==> config.mk <==
export PLATFORM = sky130hd
export DESIGN_NAME = seq_controller_flat
export DESIGN_NICKNAME = d
export VERILOG_FILES = /design/src/rtl/veririsc_pkg.sv /design/src/rtl/seq_controller_if.sv /design/src/rtl/seq_controller_phase_counter.sv /design/src/rtl/seq_controller.sv /design/src/flat_wrapper.sv
export SDC_FILE = /design/constraint.sdc
export NUM_CORES = 1
export LEC_CHECK = 0
export BUFFER_PORTS_ARGS = -buffer_cell sky130_fd_sc_hd__buf_2
export CAP_MARGIN = 20
export CELL_PAD_IN_SITES_DETAIL_PLACEMENT = 0
export CELL_PAD_IN_SITES_GLOBAL_PLACEMENT = 1
export CORE_MARGIN = 3
export CORE_UTILIZATION = 32
export CTS_BUF_LIST = sky130_fd_sc_hd__clkbuf_4 sky130_fd_sc_hd__clkbuf_8
export DETAILED_ROUTE_END_ITERATION = 7
export GPL_TIMING_DRIVEN = 0
export PLACE_DENSITY_LB_ADDON = 0.1
export SYNTH_ARGS = -nofsm -noshare
export SYNTH_HDL_FRONTEND = slang
export SYNTH_SLANG_ARGS = --single-unit
==> constraint.sdc <==
create_clock -name clk -period 1.9 [get_ports clk]
set_input_delay 0.38 -clock clk [delete_from_list [all_inputs] [get_ports clk]]
set_output_delay 0.38 -clock clk [all_outputs]
set_load 0.02 [all_outputs]
==> src/rtl/veririsc_pkg.sv <==
// Shared VeriRISC sequencer definitions: opcodes, phase names, control-word
// bit positions, sequencer state and the opcode decode helper.
package veririsc_pkg;

  localparam int PH_WIDTH = 3;

  typedef logic [2:0] opcode_t;

  localparam opcode_t OP_HLT = 3'd0;
  localparam opcode_t OP_SKZ = 3'd1;
  localparam opcode_t OP_ADD = 3'd2;
  localparam opcode_t OP_AND = 3'd3;
  localparam opcode_t OP_XOR = 3'd4;
  localparam opcode_t OP_LDA = 3'd5;
  localparam opcode_t OP_STO = 3'd6;
  localparam opcode_t OP_JMP = 3'd7;

  localparam logic [PH_WIDTH-1:0] PH_INST_ADDR  = 3'd0;
  localparam logic [PH_WIDTH-1:0] PH_INST_FETCH = 3'd1;
  localparam logic [PH_WIDTH-1:0] PH_INST_LOAD  = 3'd2;
  localparam logic [PH_WIDTH-1:0] PH_IDLE       = 3'd3;
  localparam logic [PH_WIDTH-1:0] PH_OP_ADDR    = 3'd4;
  localparam logic [PH_WIDTH-1:0] PH_OP_FETCH   = 3'd5;
  localparam logic [PH_WIDTH-1:0] PH_ALU_OP     = 3'd6;
  localparam logic [PH_WIDTH-1:0] PH_STORE      = 3'd7;

  // Control word ordered {sel,rd,ld_ir,halt,inc_pc,ld_ac,ld_pc,wr,data_e}.
  localparam int CW_WIDTH  = 9;
  localparam int CW_SEL    = 8;
  localparam int CW_RD     = 7;
  localparam int CW_LD_IR  = 6;
  localparam int CW_HALT   = 5;
  localparam int CW_INC_PC = 4;
  localparam int CW_LD_AC  = 3;
  localparam int CW_LD_PC  = 2;
  localparam int CW_WR     = 1;
  localparam int CW_DATA_E = 0;

  typedef logic [CW_WIDTH-1:0] ctrl_word_t;

  typedef enum logic {
    ST_RUN    = 1'b0,
    ST_HALTED = 1'b1
  } seq_state_t;

  typedef struct packed {
    logic hlt;
    logic skz;
    logic aluop;
    logic sto;
    logic jmp;
  } decode_t;

  // An opcode outside 0..7 decodes to all-zero flags, i.e. a NOP.
  function automatic decode_t decode_op(input opcode_t code, input logic legal);
    decode_t d;
    d = '0;
    if (legal) begin
      d.hlt   = (code == OP_HLT);
      d.skz   = (code == OP_SKZ);
      d.aluop = (code inside {OP_ADD, OP_AND, OP_XOR, OP_LDA});
      d.sto   = (code == OP_STO);
      d.jmp   = (code == OP_JMP);
    end
    return d;
  endfunction

endpackage

==> src/rtl/seq_controller_if.sv <==
// Sequencer-to-datapath bundle. The trap line exists only when
// SEQ_ILLEGAL_TRAP_EN is defined.
interface seq_controller_if #(
  parameter int OPCODE_WIDTH = 3,
  parameter int PHASE_WIDTH  = 3
);

  logic                    enable;
  logic [OPCODE_WIDTH-1:0] opcode;
  logic                    zero;
  logic                    mem_ready;
  logic                    resume;

  logic [PHASE_WIDTH-1:0]  phase;
  logic                    halted;
  logic                    sel;
  logic                    rd;
  logic                    ld_ir;
  logic                    inc_pc;
  logic                    halt;
  logic                    ld_pc;
  logic                    data_e;
  logic                    ld_ac;
  logic                    wr;
`ifdef SEQ_ILLEGAL_TRAP_EN
  logic                    trap;
`endif

  modport master (
`ifdef SEQ_ILLEGAL_TRAP_EN
    output trap,
`endif
    input  enable, opcode, zero, mem_ready, resume,
    output phase, halted,
    output sel, rd, ld_ir, inc_pc, halt, ld_pc, data_e, ld_ac, wr
  );

  modport slave (
`ifdef SEQ_ILLEGAL_TRAP_EN
    input  trap,
`endif
    output enable, opcode, zero, mem_ready, resume,
    input  phase, halted,
    input  sel, rd, ld_ir, inc_pc, halt, ld_pc, data_e, ld_ac, wr
  );

endinterface

==> src/rtl/seq_controller_phase_counter.sv <==
// Instruction phase counter: synchronous load has priority over increment;
// wraps naturally from the all-ones value back to zero.
module phase_counter #(
  parameter int WIDTH = 3
) (
  input  logic             clk,
  input  logic             rst_,
  input  logic             en,
  input  logic             load,
  input  logic [WIDTH-1:0] load_val,
  output logic [WIDTH-1:0] count
);

  // NOTE: registers are written with <= so every flop samples pre-edge values;
  // a blocking = here would let downstream logic in the same edge see the new count.
  always_ff @(posedge clk) begin
    if (!rst_) begin
      count <= '0;
    end else if (load) begin
      count <= load_val;
    end else if (en) begin
      count <= count + WIDTH'(1);
    end
  end

endmodule

==> src/rtl/seq_controller.sv <==
// VeriRISC sequencer: internal 8-phase counter, opcode decode, strobe table,
// memory-ready stall and HALTED/resume. Optional SEQ_ILLEGAL_TRAP_EN traps opcodes > 7.
module seq_controller
  import veririsc_pkg::*;
#(
  parameter int OPCODE_WIDTH = 3,
  parameter int PHASE_WIDTH  = 3
) (
  input  logic             clk,
  input  logic             rst_,
  seq_controller_if.master bus
);

  seq_state_t              state_q;
  seq_state_t              state_d;
  logic [PHASE_WIDTH-1:0]  phase;
  logic [OPCODE_WIDTH-1:0] opcode;
  logic                    legal;
  decode_t                 dec;
  logic                    stall;
  logic                    trap_req;
  logic                    halt_req;
  logic                    cnt_en;
  logic                    cnt_load;
  ctrl_word_t              run_cw;
  ctrl_word_t              cw;

  assign opcode = bus.opcode;
  assign legal  = ((opcode >> 3) == '0);
  assign dec    = decode_op(opcode[2:0], legal);

`ifdef SEQ_ILLEGAL_TRAP_EN
  assign trap_req = ~legal;
`else
  assign trap_req = 1'b0;
`endif

  // Only the memory-access phases wait on mem_ready; the inc_pc phases never do.
  assign stall = ~bus.mem_ready &
                 ((phase == PH_INST_FETCH) |
                  ((phase == PH_OP_FETCH) & dec.aluop) |
                  ((phase == PH_STORE)    & dec.sto));

  assign halt_req = bus.enable & (phase == PH_OP_ADDR) & (dec.hlt | trap_req);

  phase_counter #(
    .WIDTH(PHASE_WIDTH)
  ) u_phase_counter (
    .clk     (clk),
    .rst_    (rst_),
    .en      (cnt_en),
    .load    (cnt_load),
    .load_val(PHASE_WIDTH'(PH_OP_FETCH)),
    .count   (phase)
  );

  always_ff @(posedge clk) begin
    if (!rst_) begin
      state_q <= ST_RUN;
    end else begin
      state_q <= state_d;
    end
  end

  // NOTE: every output of a combinational block gets a default first;
  // a path that leaves one unassigned would infer a latch.
  always_comb begin
    run_cw = '0;
    case (phase)
      PH_INST_ADDR: begin
        run_cw[CW_SEL] = 1'b1;
      end
      PH_INST_FETCH: begin
        run_cw[CW_SEL] = 1'b1;
        run_cw[CW_RD]  = 1'b1;
      end
      PH_INST_LOAD, PH_IDLE: begin
        run_cw[CW_SEL]   = 1'b1;
        run_cw[CW_RD]    = 1'b1;
        run_cw[CW_LD_IR] = 1'b1;
      end
      PH_OP_ADDR: begin
        run_cw[CW_HALT]   = dec.hlt;
        run_cw[CW_INC_PC] = 1'b1;
      end
      PH_OP_FETCH: begin
        run_cw[CW_RD] = dec.aluop;
      end
      PH_ALU_OP: begin
        run_cw[CW_RD]     = dec.aluop;
        run_cw[CW_INC_PC] = dec.skz & bus.zero;
        run_cw[CW_LD_PC]  = dec.jmp;
        run_cw[CW_DATA_E] = dec.sto;
      end
      PH_STORE: begin
        run_cw[CW_RD]     = dec.aluop;
        run_cw[CW_LD_AC]  = dec.aluop;
        run_cw[CW_LD_PC]  = dec.jmp;
        run_cw[CW_WR]     = dec.sto;
        run_cw[CW_DATA_E] = dec.sto;
      end
      default: ;
    endcase
  end

  always_comb begin
    state_d  = state_q;
    cnt_en   = 1'b0;
    cnt_load = 1'b0;
    cw       = '0;
    case (state_q)
      ST_RUN: begin
        cw = run_cw;
        if (halt_req) begin
          state_d = ST_HALTED;
        end else begin
          cnt_en = bus.enable & ~stall;
        end
      end
      ST_HALTED: begin
        cw[CW_HALT] = 1'b1;
        // Resuming skips the operand-address phase that issued the halt.
        if (bus.resume) begin
          state_d  = ST_RUN;
          cnt_load = 1'b1;
        end
      end
      default: state_d = ST_RUN;
    endcase
  end

`ifdef SEQ_ILLEGAL_TRAP_EN
  logic trap_q;

  always_ff @(posedge clk) begin
    if (!rst_) begin
      trap_q <= 1'b0;
    end else if ((state_q == ST_HALTED) && bus.resume) begin
      trap_q <= 1'b0;
    end else if ((state_q == ST_RUN) && halt_req && trap_req) begin
      trap_q <= 1'b1;
    end
  end

  assign bus.trap = trap_q;
`endif

  assign bus.phase  = phase;
  assign bus.halted = (state_q == ST_HALTED);
  assign bus.sel    = cw[CW_SEL];
  assign bus.rd     = cw[CW_RD];
  assign bus.ld_ir  = cw[CW_LD_IR];
  assign bus.halt   = cw[CW_HALT];
  assign bus.inc_pc = cw[CW_INC_PC];
  assign bus.ld_ac  = cw[CW_LD_AC];
  assign bus.ld_pc  = cw[CW_LD_PC];
  assign bus.wr     = cw[CW_WR];
  assign bus.data_e = cw[CW_DATA_E];

endmodule

==> src/flat_wrapper.sv <==
// flat-port wrapper written by rule: the top's interface ports become plain ports
module seq_controller_flat import veririsc_pkg::*;
#(
  parameter int OPCODE_WIDTH = 3,
  parameter int PHASE_WIDTH  = 3
)
  (clk, rst_, bus_enable, bus_opcode, bus_zero, bus_mem_ready, bus_resume, bus_phase, bus_halted, bus_sel, bus_rd, bus_ld_ir, bus_inc_pc, bus_halt, bus_ld_pc, bus_data_e, bus_ld_ac, bus_wr);
  seq_controller_if #(.OPCODE_WIDTH(OPCODE_WIDTH), .PHASE_WIDTH(PHASE_WIDTH)) bus_i ();
  input  logic clk;
  input  logic rst_;
  input wire logic [$bits(bus_i.enable)-1:0] bus_enable;
  input wire logic [$bits(bus_i.opcode)-1:0] bus_opcode;
  input wire logic [$bits(bus_i.zero)-1:0] bus_zero;
  input wire logic [$bits(bus_i.mem_ready)-1:0] bus_mem_ready;
  input wire logic [$bits(bus_i.resume)-1:0] bus_resume;
  output wire logic [$bits(bus_i.phase)-1:0] bus_phase;
  output wire logic [$bits(bus_i.halted)-1:0] bus_halted;
  output wire logic [$bits(bus_i.sel)-1:0] bus_sel;
  output wire logic [$bits(bus_i.rd)-1:0] bus_rd;
  output wire logic [$bits(bus_i.ld_ir)-1:0] bus_ld_ir;
  output wire logic [$bits(bus_i.inc_pc)-1:0] bus_inc_pc;
  output wire logic [$bits(bus_i.halt)-1:0] bus_halt;
  output wire logic [$bits(bus_i.ld_pc)-1:0] bus_ld_pc;
  output wire logic [$bits(bus_i.data_e)-1:0] bus_data_e;
  output wire logic [$bits(bus_i.ld_ac)-1:0] bus_ld_ac;
  output wire logic [$bits(bus_i.wr)-1:0] bus_wr;
  assign bus_i.enable = bus_enable;
  assign bus_i.opcode = bus_opcode;
  assign bus_i.zero = bus_zero;
  assign bus_i.mem_ready = bus_mem_ready;
  assign bus_i.resume = bus_resume;
  assign bus_phase = bus_i.phase;
  assign bus_halted = bus_i.halted;
  assign bus_sel = bus_i.sel;
  assign bus_rd = bus_i.rd;
  assign bus_ld_ir = bus_i.ld_ir;
  assign bus_inc_pc = bus_i.inc_pc;
  assign bus_halt = bus_i.halt;
  assign bus_ld_pc = bus_i.ld_pc;
  assign bus_data_e = bus_i.data_e;
  assign bus_ld_ac = bus_i.ld_ac;
  assign bus_wr = bus_i.wr;
  seq_controller #(.OPCODE_WIDTH(OPCODE_WIDTH), .PHASE_WIDTH(PHASE_WIDTH)) u_core (.clk(clk), .rst_(rst_), .bus(bus_i));
endmodule
==> results.cfg <==
[worst_setup_path]
critPathArrivalTime_ns = 1.45
critical-path-top-delay-family = simple AND/OR/NAND/NOR gates
timing.setup.critical_path_class = reg2out
crit_required_ns = 1.52
crit_slowest_cell = dfxtp_4
max_stage_delay_ns = 0.38
timing.critical_path.to_type = primary output
worst-path-buf-inv = 2
ordered_cell_list_for_the_critical_path = inv_2 > ha_1 > nand4b_1 > or2b_1 > buf_2
crit_fanout = 6
startpoint_type = register

[global_routing]
global_route_wire_length_before_repair_microns = 2070
grt_pass1_vias = 474
largest_net_degree_at_the_start_of_global_routing = 11
grt.total_usage_pct = 13.6
antenna_found_initial = 0
grt.overflow.total = 0

[clock_tree]
tritoncts.num_buffers = 3
cts_tree = done
numClockSinks = 4
clock_latency_ns = 0.23
clk_pin_slew_worst_paths_ns = 0.04
cts-root-buf = clkbuf_4
ctsLongestPathBuffers = 2
clock_tree.htree_level_count = 1
cts-hold-fix-buffers = 0

[power_and_ir_drop]
p_sw_share_pct = 36.8
peakVddDrop_uv = 373
netSwitchingPower_uw = 130
internal-power_uw = 223
pwr-share-seq_pct = 29.7
power.density_cell_area_nw_per_um2 = 499
p_comb_share_pct = 41.6
clock_power_share_pct = 28.7
p_leak_uw = 0.000308
power.total_uw = 353

[final_layout]
layout.core_utilization_pct = 53.1
layout_cells_sized_above_1_pct = 51.8
n_diodes = 0
fin_cells = 100
nNetsFinal = 103
area_delta_synth_final_pct = 53.4

[timing]
clock_skew_ns = 0.00142
count_of_final_hold_check_violations = 0
timing.final.max_slew_violations = 0
fin_worst_hold_slack_ns = 0.434
totalNegativeSetupSlack_ns = 0
layout_worst_path_cycle_share_pct = 96.5
final-setup-viol-count = 0
rsz0062_at_grt = false
final_critical_path_time_including_i_o_delays_and_setup_ns = 1.83
worst_slew_pin_slew_ns = 0.301
max_freq_ghz = 0.546
slew_headroom_pct = 79.9

[synthesis]
netlist_top_cells_area = ha_1 19%, dfxtp_1 17%, nor2_1 5.7%
async_flop_share_pct = 0
post_synth_and_or_nand_nor_area_fraction_pct = 31.2
compound_gate_portion_of_the_synthesized_area_pct = 25.7
post_synth_inst_count = 60
synth-seq-area-share_pct = 17.3
yosys.area_share.xor_xnor_pct = 1.90
average_instance_area_after_synthesis_sq_um = 7.69
synth-main-ff-cell = dfxtp_1
synth_edf_count = 0
ys_seq_elements = 4
synth_top_family_by_area = simple AND/OR/NAND/NOR gates
synthDominantAreaCellType = ha_1
ys_warn_count = 0
synth-adder-area-share_pct = 19.0
proportion_of_netlist_area_held_by_the_largest_area_contributor_pct = 19.0
synthDistinctLibCells = 30
cell_area_after_technology_mapping_sq_um = 462
post_synth_mux_area_share_pct = 0
postSynthNetCount = 76

[detailed_routing]
avgViaCountPerCell = 5.26
detailedRoute.firstPassIterationCount = 3
via_count = 526
wire_per_inst_microns = 12.4
detailedRoute.firstIterationViolations = 3
final_antenna_net_count = 0
drcViolationCount = 0
wirelength_microns = 1240

[floorplan]
start_util_pct = 34.6
die_span_x_microns = 44.0
core_area_sq_um = 1330
fp-row-count = 13
design.die.area_sq_um = 1930
die_height_microns = 44.0
boundaryPins = 22

[status]
run_status = complete, no violations

[placement]
gp_congestion = 0.753
dp.final_hpwl_microns = 964
place.port_buffers = 21
place_inst = 96

[hold_path]
holdCritPathClass = in2reg

[flow_run]
cap_violations = 0
==> metrics by stage <==
stage               setup WS (ns)  instance area, sq um
floorplan                  0.0302                   482
global placement           0.0184                   606
detailed placement        0.00928                   606
CTS                       0.00615                   639
global route              0.00947                   708
finish                     0.0672                   708
==> metal layers <==
layer | share of wire (%) | wire [microns] | global-route usage [%] | vias to the layer above
li1 | - | - | - | 277
met1 | 51 | 631 | 19.5 | 235
met2 | 42 | 527 | 21.2 | 14
met3 | 6.8 | 85 | 2.90 | 0
met4 | 0 | 0 | 1.81 | 0
met5 | 0 | 0 | 0 | -
==> Yosys cell counts, types with 2 or more instances <==
library cell  count
o21ai_0           4
nand3b_1          2
nand2b_1          2
dfxtp_1           4
ha_1              7
nand2_1           2
nor3b_1           2
nor2_1            7
nand4b_1          2
a21oi_1           4
nor3_1            2
inv_1             4
==> power by group through the flow <==
stage / combinational, uW / sequential, uW / clock [uW]
CTS: 136 / 102 / 105
global placement: 132 / 102 / 0
detailed placement: 133 / 102 / 0
global route: 164 / 106 / 116
finish: 147 / 105 / 101
floorplan: 82.5 / 108 / 0
==> kinds of logic (layout without fill, tap and decap cells) <==
group | Yosys count | after routing
adders and majority gates | 7 | 7
DFF | 4 | 4
xor gates and xnor gates | 1 | 1
AOI/OAI and AO/OA | 17 | 17
buffers and inverters | 6 | 31
and+or+nand+nor | 25 | 25
==> worst paths after layout <==
check | to | slack [ns] | cells past startpoint | start
worst max-delay path | bus_halt | 0.07 | 5 | u_core.u_phase_counter.count[0]$_SDFFE_PN0P_
worst min register to register | u_core.u_phase_counter.count[0]$_SDFFE_PN0P_ | 0.56 | 2 | u_core.u_phase_counter.count[0]$_SDFFE_PN0P_
worst max register to register | u_core.u_phase_counter.count[0]$_SDFFE_PN0P_ | 0.27 | 6 | u_core.u_phase_counter.count[0]$_SDFFE_PN0P_
worst min-delay path | u_core.u_phase_counter.count[1]$_SDFFE_PP0P_ | 0.43 | 3 | rst_
==> registers in the layout (all words and copies together), names as in the netlist <==
name,count
u_core.bus.halted,1
u_core.u_phase_counter.count,3
==> area by class of cell <==
| type | count | area [sq um] |
|---|---|---|
| Fill cell | 140 | 626 |
| Multi-Input combinational cell | 50 | 434 |
| Timing Repair Buffer | 22 | 118 |
| Sequential cell | 4 | 91.3 |
| Clock buffer | 3 | 22.5 |
| Inverter | 5 | 18.8 |
| Tap cell | 15 | 18.8 |
| Buffer | 1 | 5.00 |
==> layout by cell type (no fill, tap or decap), types with 3 or more instances in the layout <==
master / instances
o21ai_0: 3
inv_2: 3
nor2_1: 7
clkbuf_4: 3
buf_4: 3
ha_1: 3
ha_4: 3
dfxtp_4: 3
buf_2: 19
==> worst reg2reg max path, cell delays in order (launching register included) <==
cell      delay, ns
dfxtp_4        0.38
inv_2          0.07
ha_1           0.23
nand4b_1       0.15
nand3b_1       0.21
or3_1          0.36
a31oi_1        0.15
==> repair_timing <==
| action | in CTS | in global routing |
|---|---|---|
| resized for setup | 6 | 17 |
| endpoints found under the setup margin | 4 | 7 |
| buffers inserted | 0 | 1 |
| pin swaps | 0 | 3 |
Note: power is estimated with default switching activity, not from simulation.
